<file path="src/rtl/mult_div_unit_pkg.sv">
// Shared definitions for the HI/LO multiply/divide unit: op encodings, FSM states, op decode helpers.
// MULT_DIV_MADD_EN enables the MADD/MADDU accumulate ops (encodings 6/7).
package mult_div_unit_pkg;

  localparam int unsigned MD_XLEN = 32;
  localparam int unsigned MD_ITER = 32;
  localparam int unsigned MD_OP_W = 3;

  typedef enum logic [MD_OP_W-1:0] {
    MD_OP_MULT  = 3'd0,
    MD_OP_MULTU = 3'd1,
    MD_OP_DIV   = 3'd2,
    MD_OP_DIVU  = 3'd3,
    MD_OP_MTHI  = 3'd4,
    MD_OP_MTLO  = 3'd5,
    MD_OP_MADD  = 3'd6,
    MD_OP_MADDU = 3'd7
  } md_op_e;

  typedef enum logic [1:0] {
    ST_IDLE   = 2'd0,
    ST_RUN    = 2'd1,
    ST_FINISH = 2'd2
  } md_state_e;

  function automatic logic md_is_mul(input logic [MD_OP_W-1:0] op);
`ifdef MULT_DIV_MADD_EN
    return op inside {MD_OP_MULT, MD_OP_MULTU, MD_OP_MADD, MD_OP_MADDU};
`else
    return op inside {MD_OP_MULT, MD_OP_MULTU};
`endif
  endfunction

  function automatic logic md_is_div(input logic [MD_OP_W-1:0] op);
    return op inside {MD_OP_DIV, MD_OP_DIVU};
  endfunction

  function automatic logic md_is_signed(input logic [MD_OP_W-1:0] op);
`ifdef MULT_DIV_MADD_EN
    return op inside {MD_OP_MULT, MD_OP_DIV, MD_OP_MADD};
`else
    return op inside {MD_OP_MULT, MD_OP_DIV};
`endif
  endfunction

`ifdef MULT_DIV_MADD_EN
  function automatic logic md_is_madd(input logic [MD_OP_W-1:0] op);
    return op inside {MD_OP_MADD, MD_OP_MADDU};
  endfunction
`endif

endpackage

</file>
<file path="src/rtl/mult_div_unit_md_shift_core.sv">
// Iterative datapath: 64-bit working register and iteration counter; radix-2 shift/add multiply
// (multiplier in the low half) or restoring divide (remainder high, quotient low), one bit per step.
module md_shift_core #(
  parameter int unsigned XLEN = 32,
  parameter int unsigned ITER = 32
) (
  input  logic              clock,
  input  logic              reset_n,
  input  logic              load,
  input  logic              step,
  input  logic              is_div,
  input  logic [XLEN-1:0]   a,
  input  logic [XLEN-1:0]   b,
  output logic [2*XLEN-1:0] result,
  output logic              last
);

  localparam int unsigned CW = $clog2(ITER);

  logic [2*XLEN-1:0] work;
  logic [2*XLEN-1:0] work_next;
  logic [XLEN-1:0]   opnd;
  logic [CW-1:0]     count;
  logic [XLEN:0]     mul_sum;
  logic              div_ge;
  logic [XLEN-1:0]   rem_sub;

  // The divide step examines the remainder as it would look after the left shift,
  // so the shift and trial subtraction happen in the same cycle.
  always_comb begin
    mul_sum   = {1'b0, work[2*XLEN-1:XLEN]} + (work[0] ? {1'b0, opnd} : '0);
    div_ge    = work[2*XLEN-1:XLEN-1] >= {1'b0, opnd};
    rem_sub   = work[2*XLEN-2:XLEN-1] - opnd;
    work_next = work;
    if (is_div) begin
      if (div_ge) work_next = {rem_sub, work[XLEN-2:0], 1'b1};
      else        work_next = {work[2*XLEN-2:0], 1'b0};
    end else begin
      work_next = {mul_sum, work[XLEN-1:1]};
    end
  end

  always_ff @(posedge clock) begin
    if (!reset_n) begin
      work  <= '0;
      opnd  <= '0;
      count <= '0;
    end else if (load) begin
      work  <= {{XLEN{1'b0}}, a};
      opnd  <= b;
      count <= '0;
    end else if (step) begin
      work  <= work_next;
      count <= count + 1'b1;
    end
  end

  assign result = work;
  assign last   = (count == CW'(ITER - 1));

endmodule

</file>
<file path="src/rtl/mult_div_unit.sv">
// HI/LO multiply/divide unit: FSM, op decode, sign capture/fixup and the architectural HI/LO registers.
// Build option MULT_DIV_MADD_EN adds MADD/MADDU (accumulate the product into {hi,lo}).
module mult_div_unit
  import mult_div_unit_pkg::*;
#(
  parameter int unsigned XLEN = MD_XLEN,
  parameter int unsigned ITER = MD_ITER
) (
  input  logic               clock,
  input  logic               reset_n,
  input  logic               start,
  input  logic [MD_OP_W-1:0] op,
  input  logic [XLEN-1:0]    rsData,
  input  logic [XLEN-1:0]    rtData,
  input  logic               cancel,
  output logic               busy,
  output logic               done,
  output logic [XLEN-1:0]    hi,
  output logic [XLEN-1:0]    lo
);

  md_state_e         state, state_next;
  logic              idle_req;
  logic              go;
  logic              op_signed;
  logic [XLEN-1:0]   a_abs, b_abs;
  logic              step;
  logic              finish_write;
  logic              core_last;
  logic [2*XLEN-1:0] core_result;
  logic [2*XLEN-1:0] prod;
  logic [XLEN-1:0]   quo, rem;
  logic [2*XLEN-1:0] hilo_next;

  logic              is_div_q;
  logic              neg_res_q;
  logic              neg_rem_q;
  logic              div_zero_q;
  logic [XLEN-1:0]   rs_q;
`ifdef MULT_DIV_MADD_EN
  logic              madd_q;
`endif

  always_comb begin
    idle_req  = (state == ST_IDLE) && start && !cancel;
    go        = idle_req && (md_is_mul(op) || md_is_div(op));
    op_signed = md_is_signed(op);
    a_abs     = (op_signed && rsData[XLEN-1]) ? -rsData : rsData;
    b_abs     = (op_signed && rtData[XLEN-1]) ? -rtData : rtData;
  end

  always_comb begin
    state_next = state;
    unique case (state)
      ST_IDLE:   if (go) state_next = ST_RUN;
      ST_RUN:    if (cancel) state_next = ST_IDLE;
                 else if (core_last) state_next = ST_FINISH;
      ST_FINISH: state_next = ST_IDLE;
      default:   state_next = ST_IDLE;
    endcase
  end

  assign step         = (state == ST_RUN) && !cancel;
  assign finish_write = (state == ST_FINISH) && !cancel;
  assign busy         = (state != ST_IDLE);

  md_shift_core #(
    .XLEN(XLEN),
    .ITER(ITER)
  ) u_core (
    .clock  (clock),
    .reset_n(reset_n),
    .load   (go),
    .step   (step),
    .is_div (is_div_q),
    .a      (a_abs),
    .b      (b_abs),
    .result (core_result),
    .last   (core_last)
  );

  // Magnitudes are computed unsigned; signs recorded at capture are reapplied here.
  always_comb begin
    prod      = neg_res_q ? -core_result : core_result;
    quo       = neg_res_q ? -core_result[XLEN-1:0] : core_result[XLEN-1:0];
    rem       = neg_rem_q ? -core_result[2*XLEN-1:XLEN] : core_result[2*XLEN-1:XLEN];
    hilo_next = prod;
    if (is_div_q) begin
      if (div_zero_q) hilo_next = {rs_q, {XLEN{1'b1}}};
      else            hilo_next = {rem, quo};
    end
`ifdef MULT_DIV_MADD_EN
    else if (madd_q) begin
      hilo_next = {hi, lo} + prod;
    end
`endif
  end

  always_ff @(posedge clock) begin
    if (!reset_n) begin
      state      <= ST_IDLE;
      hi         <= '0;
      lo         <= '0;
      done       <= 1'b0;
      is_div_q   <= 1'b0;
      neg_res_q  <= 1'b0;
      neg_rem_q  <= 1'b0;
      div_zero_q <= 1'b0;
      rs_q       <= '0;
`ifdef MULT_DIV_MADD_EN
      madd_q     <= 1'b0;
`endif
    end else begin
      state <= state_next;
      done  <= finish_write;
      if (go) begin
        is_div_q   <= md_is_div(op);
        neg_res_q  <= op_signed && (rsData[XLEN-1] ^ rtData[XLEN-1]);
        neg_rem_q  <= op_signed && rsData[XLEN-1];
        div_zero_q <= (rtData == '0);
        rs_q       <= rsData;
`ifdef MULT_DIV_MADD_EN
        madd_q     <= md_is_madd(op);
`endif
      end
      if (finish_write) begin
        {hi, lo} <= hilo_next;
      end else if (idle_req && op == MD_OP_MTHI) begin
        hi <= rsData;
      end else if (idle_req && op == MD_OP_MTLO) begin
        lo <= rsData;
      end
    end
  end

endmodule

</file>
<file path="config.mk">
export PLATFORM = sky130hd
export DESIGN_NAME = mult_div_unit
export DESIGN_NICKNAME = d
export VERILOG_FILES = /design/src/rtl/mult_div_unit_pkg.sv /design/src/rtl/mult_div_unit_md_shift_core.sv /design/src/rtl/mult_div_unit.sv
export SDC_FILE = /design/constraint.sdc
export NUM_CORES = 1
export LEC_CHECK = 0
export CAP_MARGIN = 10
export CORE_AREA = 2 2 199 201
export CTS_BUF_LIST = sky130_fd_sc_hd__clkbuf_8
export DETAILED_ROUTE_END_ITERATION = 6
export DIE_AREA = 0 0 201 203
export MAX_ROUTING_LAYER = met4
export PLACE_DENSITY_LB_ADDON = 0.05
export SLEW_MARGIN = 10
export SYNTH_ARGS = -nofsm -noshare
export SYNTH_HDL_FRONTEND = slang
export SYNTH_SLANG_ARGS = --single-unit
</file>
<file path="constraint.sdc">
create_clock -name clock -period 4.95 [get_ports clock]
set_input_delay 0.99 -clock clock [delete_from_list [all_inputs] [get_ports clock]]
set_output_delay 0.99 -clock clock [all_outputs]
set_load 0.02 [all_outputs]
</file>
==> results of run 1 <==
==> logic make-up after synthesis <==
group | synth area share (%)
compound gates | 26.7
simple gates | 18.3
buf+inv | 5.37
flops | 25.5
xor+xnor | 10.3
mux | 8.08
fa+ha+maj | 5.71
==> worst min-delay path by stage <==
stage / from / end / slack [ns]
global placement: rs_q[28]$_SDFFE_PN0P_ / rs_q[28]$_SDFFE_PN0P_ / 0.44
global route: rs_q[8]$_SDFFE_PN0P_ / rs_q[8]$_SDFFE_PN0P_ / 0.47
finish: rs_q[30]$_SDFFE_PN0P_ / rs_q[30]$_SDFFE_PN0P_ / 0.45
CTS: rs_q[30]$_SDFFE_PN0P_ / rs_q[30]$_SDFFE_PN0P_ / 0.45
detailed placement: rs_q[30]$_SDFFE_PN0P_ / rs_q[30]$_SDFFE_PN0P_ / 0.44
floorplan: u_core.opnd[26]$_SDFFE_PN0P_ / u_core.opnd[26]$_SDFFE_PN0P_ / 0.43
==> per-stage QoR <==
| step | power [µW] | cells | setup slack (ns) |
|---|---|---|---|
| after floorplan | 2410 | 2130 | 1.47 |
| after global placement | 2770 | 2679 | 0.807 |
| after detailed placement | 2780 | 2679 | 0.831 |
| after CTS | 4500 | 2750 | 0.761 |
| after global routing | 4670 | 2750 | 0.481 |
| final | 4460 | 2750 | 0.726 |
==> state kept, by name, summed over array words and instances, names as in the netlist <==
register and count:
u_core.result 64, hi 32, lo 32, rs_q 32, u_core.opnd 32, u_core.count 5, state 2, div_zero_q 1
done 1, is_div_q 1, neg_rem_q 1, neg_res_q 1
==> per-layer routing <==
metal	vias up	GRT usage, %	routed length [µm]
li1	7821	-	-
met2	528	48.8	28100
met4	0	14.2	2920
met3	117	3.68	3010
met5	-	-	0
met1	7652	36.0	25700
==> layout by cell type (no fill, tap or decap), types with 70 or more instances in the layout <==
cell	Yosys	final
nand2_1	232	232
inv_1	61	74
o21ai_0	201	201
nor2_1	170	169
xnor2_1	85	85
ha_1	70	70
a21oi_1	226	225
dfxtp_1	204	202
clkdlybuf4s50_1	0	135
xor2_1	104	104
==> layout make-up <==
class,count,area share (%)
Timing Repair Buffer,192,9.71
Multi-Input combinational cell,1702,59.6
Clock inverter,23,0.583
Inverter,63,1.27
Sequential cell,204,21.9
Tap cell,518,3.47
Clock buffer,48,3.54
==> worst reg2reg max path: stages, from the launching register on <==
cell and delay (ns):
dfxtp_1 0.38, inv_1 0.16, buf_4 0.38, nor2_1 0.14, ha_1 0.41, nand4_1 0.21
a2111oi_0 0.59, buf_4 0.25, nor4_1 0.09, or2_2 0.33, a31oi_1 0.35, a211oi_1 0.17
or3_1 0.36, a21o_1 0.16, a31oi_1 0.16
==> power by group <==
group          switching [µW]  leakage [µW]  internal [µW]
sequential               64.8       0.00166           1690
clock                     825      0.000456            883
combinational             606       0.00517            389
total                    1500       0.00728           2970
==> results.md, run 1 <==
* First-pass GRT wire length at between 90 and 100 mm
* DRC viols at 0
* Via/cell ratio at 5.86
* Worst Max-Slew Pin Slew at 1.21 ns
* CTS tree: built
* Post_cts resized at 0
* Post-route ant nets at 0
* Async SR Flop Fraction at 0%
* Slew Viols, Final at 0
* Total number of vias at 16100
* Overflow after GRT at 0
* Total CTS buffers at 41
* Worst Hold Depth at 2
* Post-synth top area cell: dfxtp_1
* Reg area at 4090 µm²
* Row cnt at 72
* Most area-consuming cells after synthesis: dfxtp_1 25%, a21oi_1 7.1%, o21ai_0 6.3%, xor2_1 5.7%, ha_1 5.5%
* TNS Setup at 0 ns
* Crit-path max FO at 30
* Share of cells above drive strength 1 at approximately a tenth
* Vias in the first global route at 15400
* Worst hold path type: register to register
* Mapped Area at 16000 µm²
* Die ar. at 40800 µm²
* Most frequent cells after synthesis: 232 x nand2_1, 226 x a21oi_1, 204 x dfxtp_1
* DR pass1 iterations at 5
* Avg Inst Size Synth at 7.53 µm²
* CP endpoint kind: register
* Critical Path Slowest Stage Cell: a2111oi_0
* Placer Congestion at 0.971
* Gr usage total at 29.6%
* LEAKAGE at about 0.0073 µW
* Instance count on the critical path at 14
* Filler instances at 3935
* Post-Route Skew at between 0.03 and 0.04 ns
* DIE HEIGHT at 203 µm
* Sink Count at 204
* Status: completed
* Area share of the largest cell type after synthesis at 25.5%
* Footprint of the multi-input gates at 11100 µm²
* Worst path bufs/invs at 3
* DP HPWL at 43.2 mm
* Max-cap violations at 0
* PortBufs at 136
* Number of flops mapped to enable cells by yosys at 0
* Worst-skew pair later-pin latency at 0.63 ns
* Seq/Total Area, Yosys at 25.5%
* Worst EP required at 5.48 ns
* Final setup fails at 0
* Hold Vio Cnt, Final at 0
* Post-placement cell area at between 15000 and 20000 µm²
* Chip Width at around 200 µm
* RSZ-0062 raised after global routing: no
* Synth Register Bits at 204
* H-tree lvl count at 2
* CP arrival at 4.76 ns
* R2R setup slack at 0.73 ns
* Max rail drop VDD at 0.171 mV
* P&R area growth vs syn at 16.6%
* WS Path Type: register to register
* Worst r2r src: u_core.result[0]$_SDFFE_PN0P_
* Slew headroom at 19.2%
* Most frequent cell after synthesis: nand2_1
* Hold Buf Count CTS at 0
* Startpoint types: register
* Mapped Cells at 2130
* Top Family by Delay on Critical Path: compound AO/OA/AOI/OAI gates
* Power Dens Cells at 239 nW/µm²
* Worst path cell trace: inv_1, buf_4, nor2_1, ha_1, nand4_1, a2111oi_0, buf_4, nor4_1, or2_2, a31oi_1, a211oi_1, or3_1, a21o_1, a31oi_1
* Final WL at between 50 and 60 mm
* Final period utilization at 85.3%
* Max stage delay on crit path at 0.59 ns
* Critical Path End: u_core.result[62]$_SDFFE_PP0P_
* Clock-pin slew on the worst setup and hold paths at 0.06 ns
* Top FF cell, synth: dfxtp_1
* Source of the critical timing path: u_core.result[0]$_SDFFE_PN0P_
* Longest Clk Path Bufs at 3
* Syn_nets at around 2300
* Final Cell Area at 18700 µm²
* Core Area at between 30000 and 40000 µm²
* Core Util, Final at 48.6%
* Reg2reg path depth at 14
* Largest net degree at the start of global routing at 67
* Yosys warning count at 0
* Antenna fix cells at 0
* Io pins at roughly 140
* Fin crit period at roughly 4.2 ns
* Iter 0 DRT Violations at around 980
* Clk root buf: clkbuf_8
* Antenna violations before repair at 2
* Routed length per instance at between 20 and 25 µm
* Post-CTS setup buffer count at 0
* FMAX at 0.237 GHz
* Nets@finish at about 2300
* Reg-to-Reg End: u_core.result[62]$_SDFFE_PP0P_
* Netlist cell types at 79
* Initial Util at a little over two fifths
* Hold Worst Slack at 0.452 ns
Power figures use the tool's default switching activity.
==> inputs of run 2 (changes only) <==
==> constraint.sdc (replaced) <==
create_clock -name clock -period 4.1 [get_ports clock]
set_input_delay 0.82 -clock clock [delete_from_list [all_inputs] [get_ports clock]]
set_output_delay 0.82 -clock clock [all_outputs]
set_load 0.02 [all_outputs]
==> run 2 against run 1 <==
The run now ends with design-rule violations left. Wire length grew 1.8%. Core utilization grew 1.0 points. Clock-buffer cell count grew 2. Design area grew 2.1%. Sequential power grew 20%. First-iteration DRC count grew 15%. Maximum frequency grew 9.5%. Via count grew 1.1%. Largest cell class unchanged.
==> results.md, run 2 (same netlist as run 1, synthesis figures left out) <==
* Routed length per instance at 21.7 µm
* Gr usage total at 30.2%
* Post-CTS setup buffer count at 0
* PortBufs at 136
* Total CTS buffers at 42
* Share of cells above drive strength 1 at 12.3%
* Worst Max-Slew Pin Slew at 1.03 ns
* P&R area growth vs syn at 19.0%
* Longest Clk Path Bufs at 3
* RSZ-0062 raised after global routing: no
* Die ar. at 40800 µm²
* FMAX at 0.259 GHz
* Clk root buf: clkbuf_8
* Antenna violations before repair at 2
* Filler instances at ~3900
* Max-cap violations at 0
* Worst path cell trace: inv_1, buf_4, nor2_1, ha_1, nand4_1, a2111oi_0, buf_4, nor4_1, buf_4, or2_2, a31oi_1, a211oi_1, or3_1, a21o_1, a31oi_1
* First-pass GRT wire length at 93.3 mm
* Status: finished, violations left
* Most frequent cells in the layout: 232 x nand2_1, 225 x a21oi_1, 202 x dfxtp_1, 201 x o21ai_0, 170 x nor2_1
* Nets@finish at 2396
* Worst hold path type: register to register
* CP arrival at 4.41 ns
* Commonest non-fill, non-tap cell in the layout: nand2_1
* Failing checks: design-rule violations
* Power Dens Cells at 288 nW/µm²
* Worst Hold Depth at 2
* Row cnt at 72
* Post-Route Skew at 0.0390 ns
* Max stage delay on crit path at 0.51 ns
* Reg-to-Reg End: u_core.result[62]$_SDFFE_PP0P_
* Worst-skew pair later-pin latency at just over 0.6 ns
* Hold path startpoint: rs_q[8]$_SDFFE_PN0P_
* Final setup fails at 0
* Post-route ant nets at 0
* Vias in the first global route at approximately 16000
* Startpoint types: register
* WS Path Type: register to register
* Worst EP required at between 4 and 5 ns
* Worst Hold Path EP: rs_q[8]$_SDFFE_PN0P_
* CTS tree: built
* Crit path top cell by count: buf_4
* Overflow after GRT at 0
* Sink Count at 204
* Instance count on the critical path at 15
* Iter 0 DRT Violations at 1119
* Placer Congestion at 0.989
* Worst r2r src: u_core.result[0]$_SDFFE_PN0P_
* R2R setup slack at about 0.24 ns
* Reg2reg path depth at 15
* Pwr Total at 5500 µW
* Hold Vio Cnt, Final at 0
* Io pins at between 100 and 150
* Clock-pin slew on the worst setup and hold paths at 0.06 ns
* Slew Viols, Final at 0
* Hold Buf Count CTS at 0
* Largest net degree at the start of global routing at 103
* Fin crit period at about 3.9 ns
* Chip Width at between 200 and 250 µm
* Slew headroom at a little under a third
* DR pass1 iterations at 7
* Max rail drop VDD at 0.171 mV
* DP HPWL at 44.7 mm
* Total number of vias at 16300
* Crit-path max FO at 9
* Critical Path Slowest Stage Cell: a2111oi_0
* Final WL at 60.8 mm
* H-tree lvl count at 2
* Worst path bufs/invs at 4
* TNS Setup at 0 ns
* Final period utilization at 94.1%
* DRC viols at 4
* Core Area at 38500 µm²
* LEAKAGE at 0.00753 µW
* Max reg flops at 64
* Via/cell ratio at about 5.8
* DIE HEIGHT at ~200 µm
* Initial Util at 41.7%
* Post_cts resized at 0
* Top Family by Delay on Critical Path: compound AO/OA/AOI/OAI gates
* CP endpoint kind: register
## run 2: cell count changes in the layout (fill, tap and decap cells not counted), moves of 2 or more
cell      change
buf_4        +48
clkinv_2      -3
clkbuf_8      +2
inv_1         +2
## run 2: where the power goes
part / internal (µW) / total (µW) / switching (µW)
logic: 489 / 1230 / 736
clock network: 1160 / 2150 / 992
registers: 2040 / 2120 / 74.6
total: 3690 / 5500 / 1800
## run 2: layout make-up
| cell class | count | area [µm²] | share of cell area (%) |
|---|---|---|---|
| Antenna cell | 1 | 2.50 | 0.0131 |
| Clock buffer | 50 | 688 | 3.61 |
| Clock inverter | 22 | 119 | 0.623 |
| Inverter | 63 | 236 | 1.24 |
| Multi-Input combinational cell | 1702 | 11100 | 58.3 |
| Sequential cell | 204 | 4090 | 21.4 |
| Tap cell | 518 | 648 | 3.40 |
| Timing Repair Buffer | 240 | 2170 | 11.4 |
## run 2: metal layers
layer	vias up	track usage, %	wire, µm
met5	-	-	0
met4	0	13.7	2890
met3	124	4.08	3110
met2	522	49.9	28600
met1	7701	36.7	26200
li1	7944	-	-
## run 2: metrics by stage
step | cell area, µm² | hold slack, ns | std cells | utilization [%] | setup WS (ns)
finish | 19100 | 0.450 | 2800 | 49.6 | 0.242
global placement | 18300 | 0.440 | 2727 | 47.5 | 0.193
floorplan | 16000 | 0.432 | 2130 | - | 0.625
CTS | 19100 | 0.451 | 2799 | 49.6 | 0.281
global route | 19100 | 0.463 | 2799 | 49.6 | 0.00611
detailed placement | 18300 | 0.444 | 2727 | 47.5 | 0.215
## run 2: worst max-delay path by stage
stage / start / end / slack (ns)
after floorplan: u_core.result[0]$_SDFFE_PN0P_ / u_core.result[55]$_SDFFE_PP0P_ / 0.62
after global placement: u_core.result[0]$_SDFFE_PN0P_ / u_core.result[62]$_SDFFE_PP0P_ / 0.19
after detailed placement: rtData[2] / u_core.opnd[30]$_SDFFE_PN0P_ / 0.22
after CTS: u_core.result[0]$_SDFFE_PN0P_ / u_core.result[62]$_SDFFE_PP0P_ / 0.28
after global routing: u_core.result[0]$_SDFFE_PN0P_ / u_core.result[61]$_SDFFE_PP0P_ / 0.006
final: u_core.result[0]$_SDFFE_PN0P_ / u_core.result[62]$_SDFFE_PP0P_ / 0.24
## run 2: worst min-delay path, cell delays in order, from the launching register on
cell     delay (ns)
dfxtp_1        0.30
nand2_1        0.05
a21oi_1        0.05
